===== config.mk =====
export PLATFORM = sky130hd
export DESIGN_NAME = yuv422_packer
export DESIGN_NICKNAME = d
export VERILOG_FILES = /design/src/rtl/yuv422_packer.sv
export SDC_FILE = /design/constraint.sdc
export NUM_CORES = 1
export LEC_CHECK = 0
export ABC_CLOCK_PERIOD_IN_PS = 4700
export BUFFER_PORTS_ARGS = -buffer_cell sky130_fd_sc_hd__buf_2
export CAP_MARGIN = 15
export CORE_UTILIZATION = 55
export DETAILED_ROUTE_END_ITERATION = 8
export GPL_ROUTABILITY_DRIVEN = 0
export PLACE_DENSITY = 0.8
export SYNTH_ARGS = -nofsm -noshare
export SYNTH_HDL_FRONTEND = slang
export SYNTH_SLANG_ARGS = --single-unit
export TNS_END_PERCENT = 1

===== constraint.sdc =====
create_clock -name clk -period 4.7 [get_ports clk]
set_clock_uncertainty 0.2 [all_clocks]
set_input_delay 0.235 -clock clk [delete_from_list [all_inputs] [get_ports clk]]
set_output_delay 0.235 -clock clk [all_outputs]
set_load 0.01 [all_outputs]

===== src/rtl/yuv422_packer.sv =====
// yuv422_packer: pairs adjacent 4:4:4 YUV pixels into 4:2:2 words.
// Ports: in_* pixel handshake with in_sol, out_* pair handshake with out_eol, sticky sync_err.
module yuv422_packer #(
  parameter int BITS   = 9,
  parameter int LINE_W = 640
) (
  input  logic            clk,
  input  logic            rst,
  input  logic            in_valid,
  output logic            in_ready,
  input  logic            in_sol,
  input  logic [BITS-1:0] in_y,
  input  logic [BITS-1:0] in_u,
  input  logic [BITS-1:0] in_v,
  output logic            out_valid,
  input  logic            out_ready,
  output logic [BITS-1:0] out_y0,
  output logic [BITS-1:0] out_y1,
  output logic [BITS-1:0] out_u,
  output logic [BITS-1:0] out_v,
  output logic            out_eol,
  output logic            sync_err
);

  localparam int PAIRS = LINE_W / 2;
  localparam int CW    = (PAIRS > 1) ? $clog2(PAIRS) : 1;
  localparam logic [CW-1:0] LAST = CW'(PAIRS - 1);

  typedef enum logic {
    EVEN = 1'b0,
    ODD  = 1'b1
  } state_t;

  state_t          state;
  state_t          state_nx;
  logic [BITS-1:0] hy;
  logic [BITS-1:0] hu;
  logic [BITS-1:0] hv;
  logic [CW-1:0]   cnt;
  logic            in_xfer;
  logic            out_xfer;
  logic            load;
  logic            capture;
  logic            resync;
  logic [BITS:0]   su;
  logic [BITS:0]   sv;

  // In ODD the incoming pixel completes a pair, so the output
  // register must be free (or draining) before accepting it.
  assign in_ready = (state == EVEN) || !out_valid || out_ready;
  assign in_xfer  = in_valid && in_ready;
  assign out_xfer = out_valid && out_ready;
  assign load     = in_xfer && (state == ODD) && !in_sol;
  assign resync   = in_xfer && (state == ODD) && in_sol;
  assign capture  = in_xfer && ((state == EVEN) || in_sol);

  // Sign-extended sum; dropping bit 0 is a floor shift.
  assign su = {hu[BITS-1], hu} + {in_u[BITS-1], in_u};
  assign sv = {hv[BITS-1], hv} + {in_v[BITS-1], in_v};

  always_ff @(posedge clk) begin
    if (rst) state <= EVEN;
    else     state <= state_nx;
  end

  always_comb begin
    state_nx = state;
    unique case (state)
      EVEN:    if (in_xfer) state_nx = ODD;
      ODD:     if (load)    state_nx = EVEN;
      default: state_nx = EVEN;
    endcase
  end

  always_ff @(posedge clk) begin
    if (rst) begin
      hy        <= '0;
      hu        <= '0;
      hv        <= '0;
      cnt       <= '0;
      out_valid <= 1'b0;
      out_y0    <= '0;
      out_y1    <= '0;
      out_u     <= '0;
      out_v     <= '0;
      out_eol   <= 1'b0;
      sync_err  <= 1'b0;
    end else begin
      if (capture) begin
        hy <= in_y;
        hu <= in_u;
        hv <= in_v;
      end
      if (load) begin
        out_y0    <= hy;
        out_y1    <= in_y;
        out_u     <= su[BITS:1];
        out_v     <= sv[BITS:1];
        out_eol   <= (cnt == LAST);
        out_valid <= 1'b1;
      end else if (out_xfer) begin
        out_valid <= 1'b0;
      end
      if (in_xfer && in_sol)
        cnt <= '0;
      else if (load)
        cnt <= (cnt == LAST) ? '0 : cnt + 1'b1;
      if (resync)
        sync_err <= 1'b1;
    end
  end

endmodule

==> flow_summary.ini, run 1 <==
[timing]
min_period_ns = 2.57
tightestPinTransition_ns = 1.12
max-slew-margin-rel_pct = 25.5
finalHoldViolations = 0
final_slew_violations = 0
final.setup.tns_ns = 0
setup-violations-final = 0
unrepaired_setup_endpoints_after_global_routing = false
layout_worst_path_cycle_share_pct = 54.8
fmax_ghz = 0.388

[critical_path]
worst_ep_arrival_time_ns = 2.67
ff2ff_path_depth = 5
timing.critical_path.from_type = register
critPathMaxFanout = 26
timing.critical_path.required_ns = 4.79
critPathCaptureType = register
worstReg2RegEnd = out_u[5]
start_of_the_worst_register_to_register_path = out_valid
reg2reg_slack_ns = 2.13
crit_path_class = reg -> reg

[finish]
mostFrequentLayoutCell = dfxtp_1
mostFrequentLayoutCells = dfxtp_1 (76), buf_2 (71), a21oi_1 (67)
n_antenna_cell = 0
finalNetCount = 579
register_area_mm2 = 0.00152
synthToLayoutAreaGrowth_pct = 21.4
drive_above_1_share_pct = 18.0
multi_input_logic_area_mm2 = 0.00200
utilization_pct = 69.6
num-fill-cells = 532

[clock_network]
post_cts_resized = 0
cts.path.max_buffers = 2
cts_buffer_count = 9
ctsHoldBuffers = 27
tritoncts_clock_tree = yes
h_tree_levels = 3
clock_sink_count = 76
clk_pin_slew_worst_paths_ns = 0.09
postCtsSetupBuffers = 0
clk_tree_root_cell = clkbuf_8
clk-insertion-delay-late_ns = 0.36

[detailed_routing]
post_drt_wl_per_cell_um = 14.1
dr.first_iter.drc_count = 281
first_pass_iters = 8
routed_via_count = 3570
via_cell_ratio = 5.85
drt-total-wl_um = 8620
drc = 10
drt.antenna.violating_nets = 0

[logic_synthesis]
yosys_warnings = 0
number_of_instances_in_the_synthesized_netlist = 448
synth.distinct_cells = 49
synth.ff_latch_count = 76
synthTopCellsByArea = dfxtp_1 (41%), a21oi_1 (9.1%), ha_1 (5.8%), nand2_1 (5.7%), o21ai_0 (4.9%)
syn_area_mm2 = 0.00368
synth.top_cell.area_share_pct = 41.3
synth-seq-area-share_pct = 41.3
ys.flop_type = dfxtp_1
asyncSetResetFlopFracSynth_pct = 0
synth_area_per_cell_um2 = 8.22
cell_type_with_the_highest_aggregate_area_in_the_netlist = dfxtp_1
postSynthNetCount = 499
synth_edf_count = 0

[power_and_ir_drop]
leakage_nw = 1.83
power_per_cell_area_mw_per_mm2 = 300
irDropWorstVdd_mv = 0.217

[status]
violations = design-rule violations
run_status = complete, but fails checks

[floorplanning]
placementRows = 29
die_area_mm2 = 0.00703
initial_core_util_pct = 57.4
core_region_area_mm2 = 0.00642
chipWidth_um = 83.9
vertical_die_dimension_um = 83.9
io_pins = 72

[global_route]
antenna_found_initial = 0
global_route_wire_length_before_repair_um = 14400
first_global_vias = 3199
grt_start_max_net_pins = 58
groute.usage.overall_pct = 25.2
remaining_global_route_overflow = 0

[min_path]
worst_hold_path_type = in -> reg
worstHoldPathCells = 3
timing.hold.worst.start = in_sol
hold-path-endpoint = sync_err

[run]
max_capacitance_violation_count = 0

[placed_design]
portBuffers = 71
detailed_place_hpwl_um = 5600
## where the power goes
| part | internal (W) | switching, W | total, W |
|---|---|---|---|
| registers | 0.000667 | 0.0000136 | 0.000681 |
| clock network | 0.000198 | 0.000270 | 0.000468 |
| logic | 0.0000836 | 0.000111 | 0.000194 |
| total | 0.000949 | 0.000395 | 0.00134 |
## state kept, by name, indices dropped and copies added, names as in the netlist, 9 cells and up
| register | flops |
|---|---|
| hv | 9 |
| cnt | 9 |
| out_v | 9 |
| hu | 9 |
| out_u | 9 |
| hy | 9 |
| out_y0 | 9 |
| out_y1 | 9 |
## metrics by stage
stage / setup slack (ns) / std cells / hold WS, ns / total power (W) / area [µm²]
floorplan: 2.92 / 448 / 0.171 / 0.000817 / 3680
global placement: 1.83 / 567 / 0.231 / 0.000865 / 4020
detailed placement: 1.78 / 567 / 0.244 / 0.000870 / 4020
CTS: 2.09 / 610 / 0.0442 / 0.00135 / 4470
global route: 1.92 / 610 / 0.106 / 0.00141 / 4470
finish: 2.13 / 610 / 0.0468 / 0.00134 / 4470
## layer usage
layer  vias to the layer above  routed length [µm]  global-route usage [%]
li1                       1773                   -                       -
met1                      1679                3950                    32.5
met2                       104                4090                    41.7
met3                        14                 453                    4.95
met4                         0                 127                    9.87
met5                         -                   0                       0
## cell usage after synthesis, types with 4 or more instances
master,number
nand2b_1,5
o2111ai_1,4
ha_1,17
o211ai_1,6
a21o_1,6
o21ai_0,36
buf_1,4
or3_1,7
inv_1,7
a211o_1,4
buf_2,8
nor2b_1,6
clkbuf_1,19
nand3_1,32
and3_1,6
a21oi_1,67
nand3b_1,11
o21a_1,4
nor2_1,19
nand4_1,7
nand2_1,56
dfxtp_1,76
## worst max path at each step
stage,cells past startpoint,startpoint,slack (ns),endpoint
2_1_floorplan,6,hu[1],2.92,out_u[7]
3_3_place_gp,6,in_valid,1.83,out_u[5]
3_5_place_dp,6,in_valid,1.78,out_v[5]
4_1_cts,5,out_valid,2.09,out_v[5]
5_1_grt,5,out_valid,1.92,out_v[5]
6_report,5,out_valid,2.13,out_u[5]
## cell type report
cell class | count | share of cell area (%)
multi-input cells | 333 | 44.7
flip-flops and latches | 76 | 34.0
repair buffers | 101 | 14.5
clock buffers | 9 | 2.77
well taps | 77 | 2.15
clock inverters | 7 | 1.29
inverters | 7 | 0.587
## critical path: stages (launching register included)
cell,delay [ns]
dfxtp_1,0.32
nand2b_1,0.29
nand3_2,0.49
buf_4,0.41
or4b_2,0.63
o211ai_1,0.16
## logic make-up after synthesis
group	count (synthesis)	synth area share, %
XOR/XNOR	4	0.951
multiplexers	3	0.815
AO/OA/AOI/OAI	147	23.8
AND/OR/NAND/NOR	160	21.8
adder cells (fa/ha/maj)	19	6.86
flip-flops	76	41.3
buffers and inverters	39	4.45
Power figures use the tool's default switching activity.
==> run 2, diff against run 1 <==
--- a/config.mk
+++ b/config.mk
@@ -5,7 +5,7 @@
 export SDC_FILE = /design/constraint.sdc
 export NUM_CORES = 1
 export LEC_CHECK = 0
-export ABC_CLOCK_PERIOD_IN_PS = 4700
+export ABC_CLOCK_PERIOD_IN_PS = 2650
 export BUFFER_PORTS_ARGS = -buffer_cell sky130_fd_sc_hd__buf_2
 export CAP_MARGIN = 15
 export CORE_UTILIZATION = 55
==> constraint.sdc (replaced) <==
create_clock -name clk -period 2.65 [get_ports clk]
set_clock_uncertainty 0.2 [all_clocks]
set_input_delay 0.1325 -clock clk [delete_from_list [all_inputs] [get_ports clk]]
set_output_delay 0.1325 -clock clk [all_outputs]
set_load 0.01 [all_outputs]
==> flow_summary.ini, run 2 (synthesized netlist as in run 1, its figures left out) <==
[status]
run_status = complete, but fails checks
violations = design-rule violations

[global_route]
remaining_global_route_overflow = 0
groute.usage.overall_pct = 27.7
grt_start_max_net_pins = 62
first_global_vias = 3530
antenna_found_initial = 0
global_route_wire_length_before_repair_um = 15700

[detailed_routing]
post_drt_wl_per_cell_um = 15.2
drt.antenna.violating_nets = 0
routed_via_count = 3593
first_pass_iters = 7
dr.first_iter.drc_count = 243
drc = 10
drt-total-wl_um = 9360
via_cell_ratio = 5.83

[critical_path]
worst_ep_arrival_time_ns = 2.17
timing.critical_path.required_ns = 2.66
timing.critical_path.from_type = input pin
critPathMaxFanout = 15
reg2reg_slack_ns = 0.60
critPathCaptureType = register
crit_path_class = in -> reg

[clock_network]
clk_tree_root_cell = clkbuf_8
post_cts_resized = 0
tritoncts_clock_tree = yes
clk_pin_slew_worst_paths_ns = 0.08
clock_sink_count = 76
h_tree_levels = 3
postCtsSetupBuffers = 0
cts_buffer_count = 9
cts.path.max_buffers = 2
ctsHoldBuffers = 28
clk-insertion-delay-late_ns = 0.35

[finish]
synthToLayoutAreaGrowth_pct = 23.8
mostFrequentLayoutCells = dfxtp_1 (76), buf_2 (71), a21oi_1 (67)
num-fill-cells = 526
n_antenna_cell = 0
finalNetCount = 585
stdcell_area_mm2 = 0.00456
mostFrequentLayoutCell = dfxtp_1
drive_above_1_share_pct = 18.7

[power_and_ir_drop]
irDropWorstVdd_mv = 0.338
leakage_nw = 1.88
power_per_cell_area_mw_per_mm2 = 559

[placed_design]
portBuffers = 71
detailed_place_hpwl_um = 5970
placed_cell_area_mm2 = 0.00406

[floorplanning]
chipWidth_um = 83.9
core_region_area_mm2 = 0.00642
vertical_die_dimension_um = 83.9
initial_core_util_pct = 57.4
die_area_mm2 = 0.00703
placementRows = 29
io_pins = 72

[timing]
tightestPinTransition_ns = 1.03
fmax_ghz = 0.463
unrepaired_setup_endpoints_after_global_routing = false
max-slew-margin-rel_pct = 31.7
layout_worst_path_cycle_share_pct = 81.5
finalHoldViolations = 0
min_period_ns = 2.16
final_slew_violations = 0
final.setup.tns_ns = 0
setup-violations-final = 0
finalHoldWorstSlack_ns = 0.131

[min_path]
worst_hold_path_type = in -> reg

[run]
max_capacitance_violation_count = 0
run 2: cell types whose count changed in the layout (fill, tap and decap cells not counted), moves of 2 or more:
cell | previous run | this run
buf_4 | 3 | 8
bufinv_16 | 0 | 2
clkinv_4 | 1 | 3
clkinvlp_4 | 3 | 0
inv_6 | 3 | 1
run 2: cell type report:
class | instances | area, µm² | share of cell area, %
clock buffer | 9 | 124 | 2.71
clock inverter | 7 | 100 | 2.19
inverter | 7 | 26.3 | 0.576
multi-input combinational | 333 | 2000 | 43.8
sequential | 76 | 1520 | 33.3
tap | 77 | 96.3 | 2.11
timing repair buffer | 107 | 696 | 15.2
run 2: final timing paths:
kind,start,end,cells past startpoint
min reg2reg,hy[4],out_y0[4],2
max reg2reg,out_valid,cnt[0],5
max,in_sol,cnt[0],7
min,out_ready,cnt[2],4
run 2: power by group:
group          leakage, nW  switching [W]  internal, W
combinational         1.15       0.000205     0.000153
sequential           0.619      0.0000243      0.00118
clock                0.114       0.000449     0.000537
total                 1.88       0.000678      0.00187
run 2: through the flow:
stage | cells | utilization (%) | setup slack [ns] | power [W]
6_report | 616 | 71.1 | 0.491 | 0.00255
5_1_grt | 616 | 71.1 | 0.332 | 0.00265
4_1_cts | 616 | 71.1 | 0.469 | 0.00257
3_5_place_dp | 572 | 63.2 | 0.587 | 0.00156
3_3_place_gp | 572 | 63.2 | 0.711 | 0.00154
2_1_floorplan | 448 | - | 0.874 | 0.00145
run 2: critical path, cell delays in order:
cell,delay [ns]
dlygate4sd3_1,0.53
buf_2,0.15
and2b_1,0.28
nand3_2,0.16
buf_4,0.24
o31ai_2,0.56
nor2_1,0.12
run 2: per-layer routing:
layer  vias up  routed length [µm]  GRT usage, %  part of all wire [%]
met2       118                4690          46.9                    50
met5         -                   0             0                     0
li1       1782                   -             -                     -
met1      1677                3950          34.5                    42
met4         0                 167          12.4                   1.8
met3        16                 552          4.55                   5.9
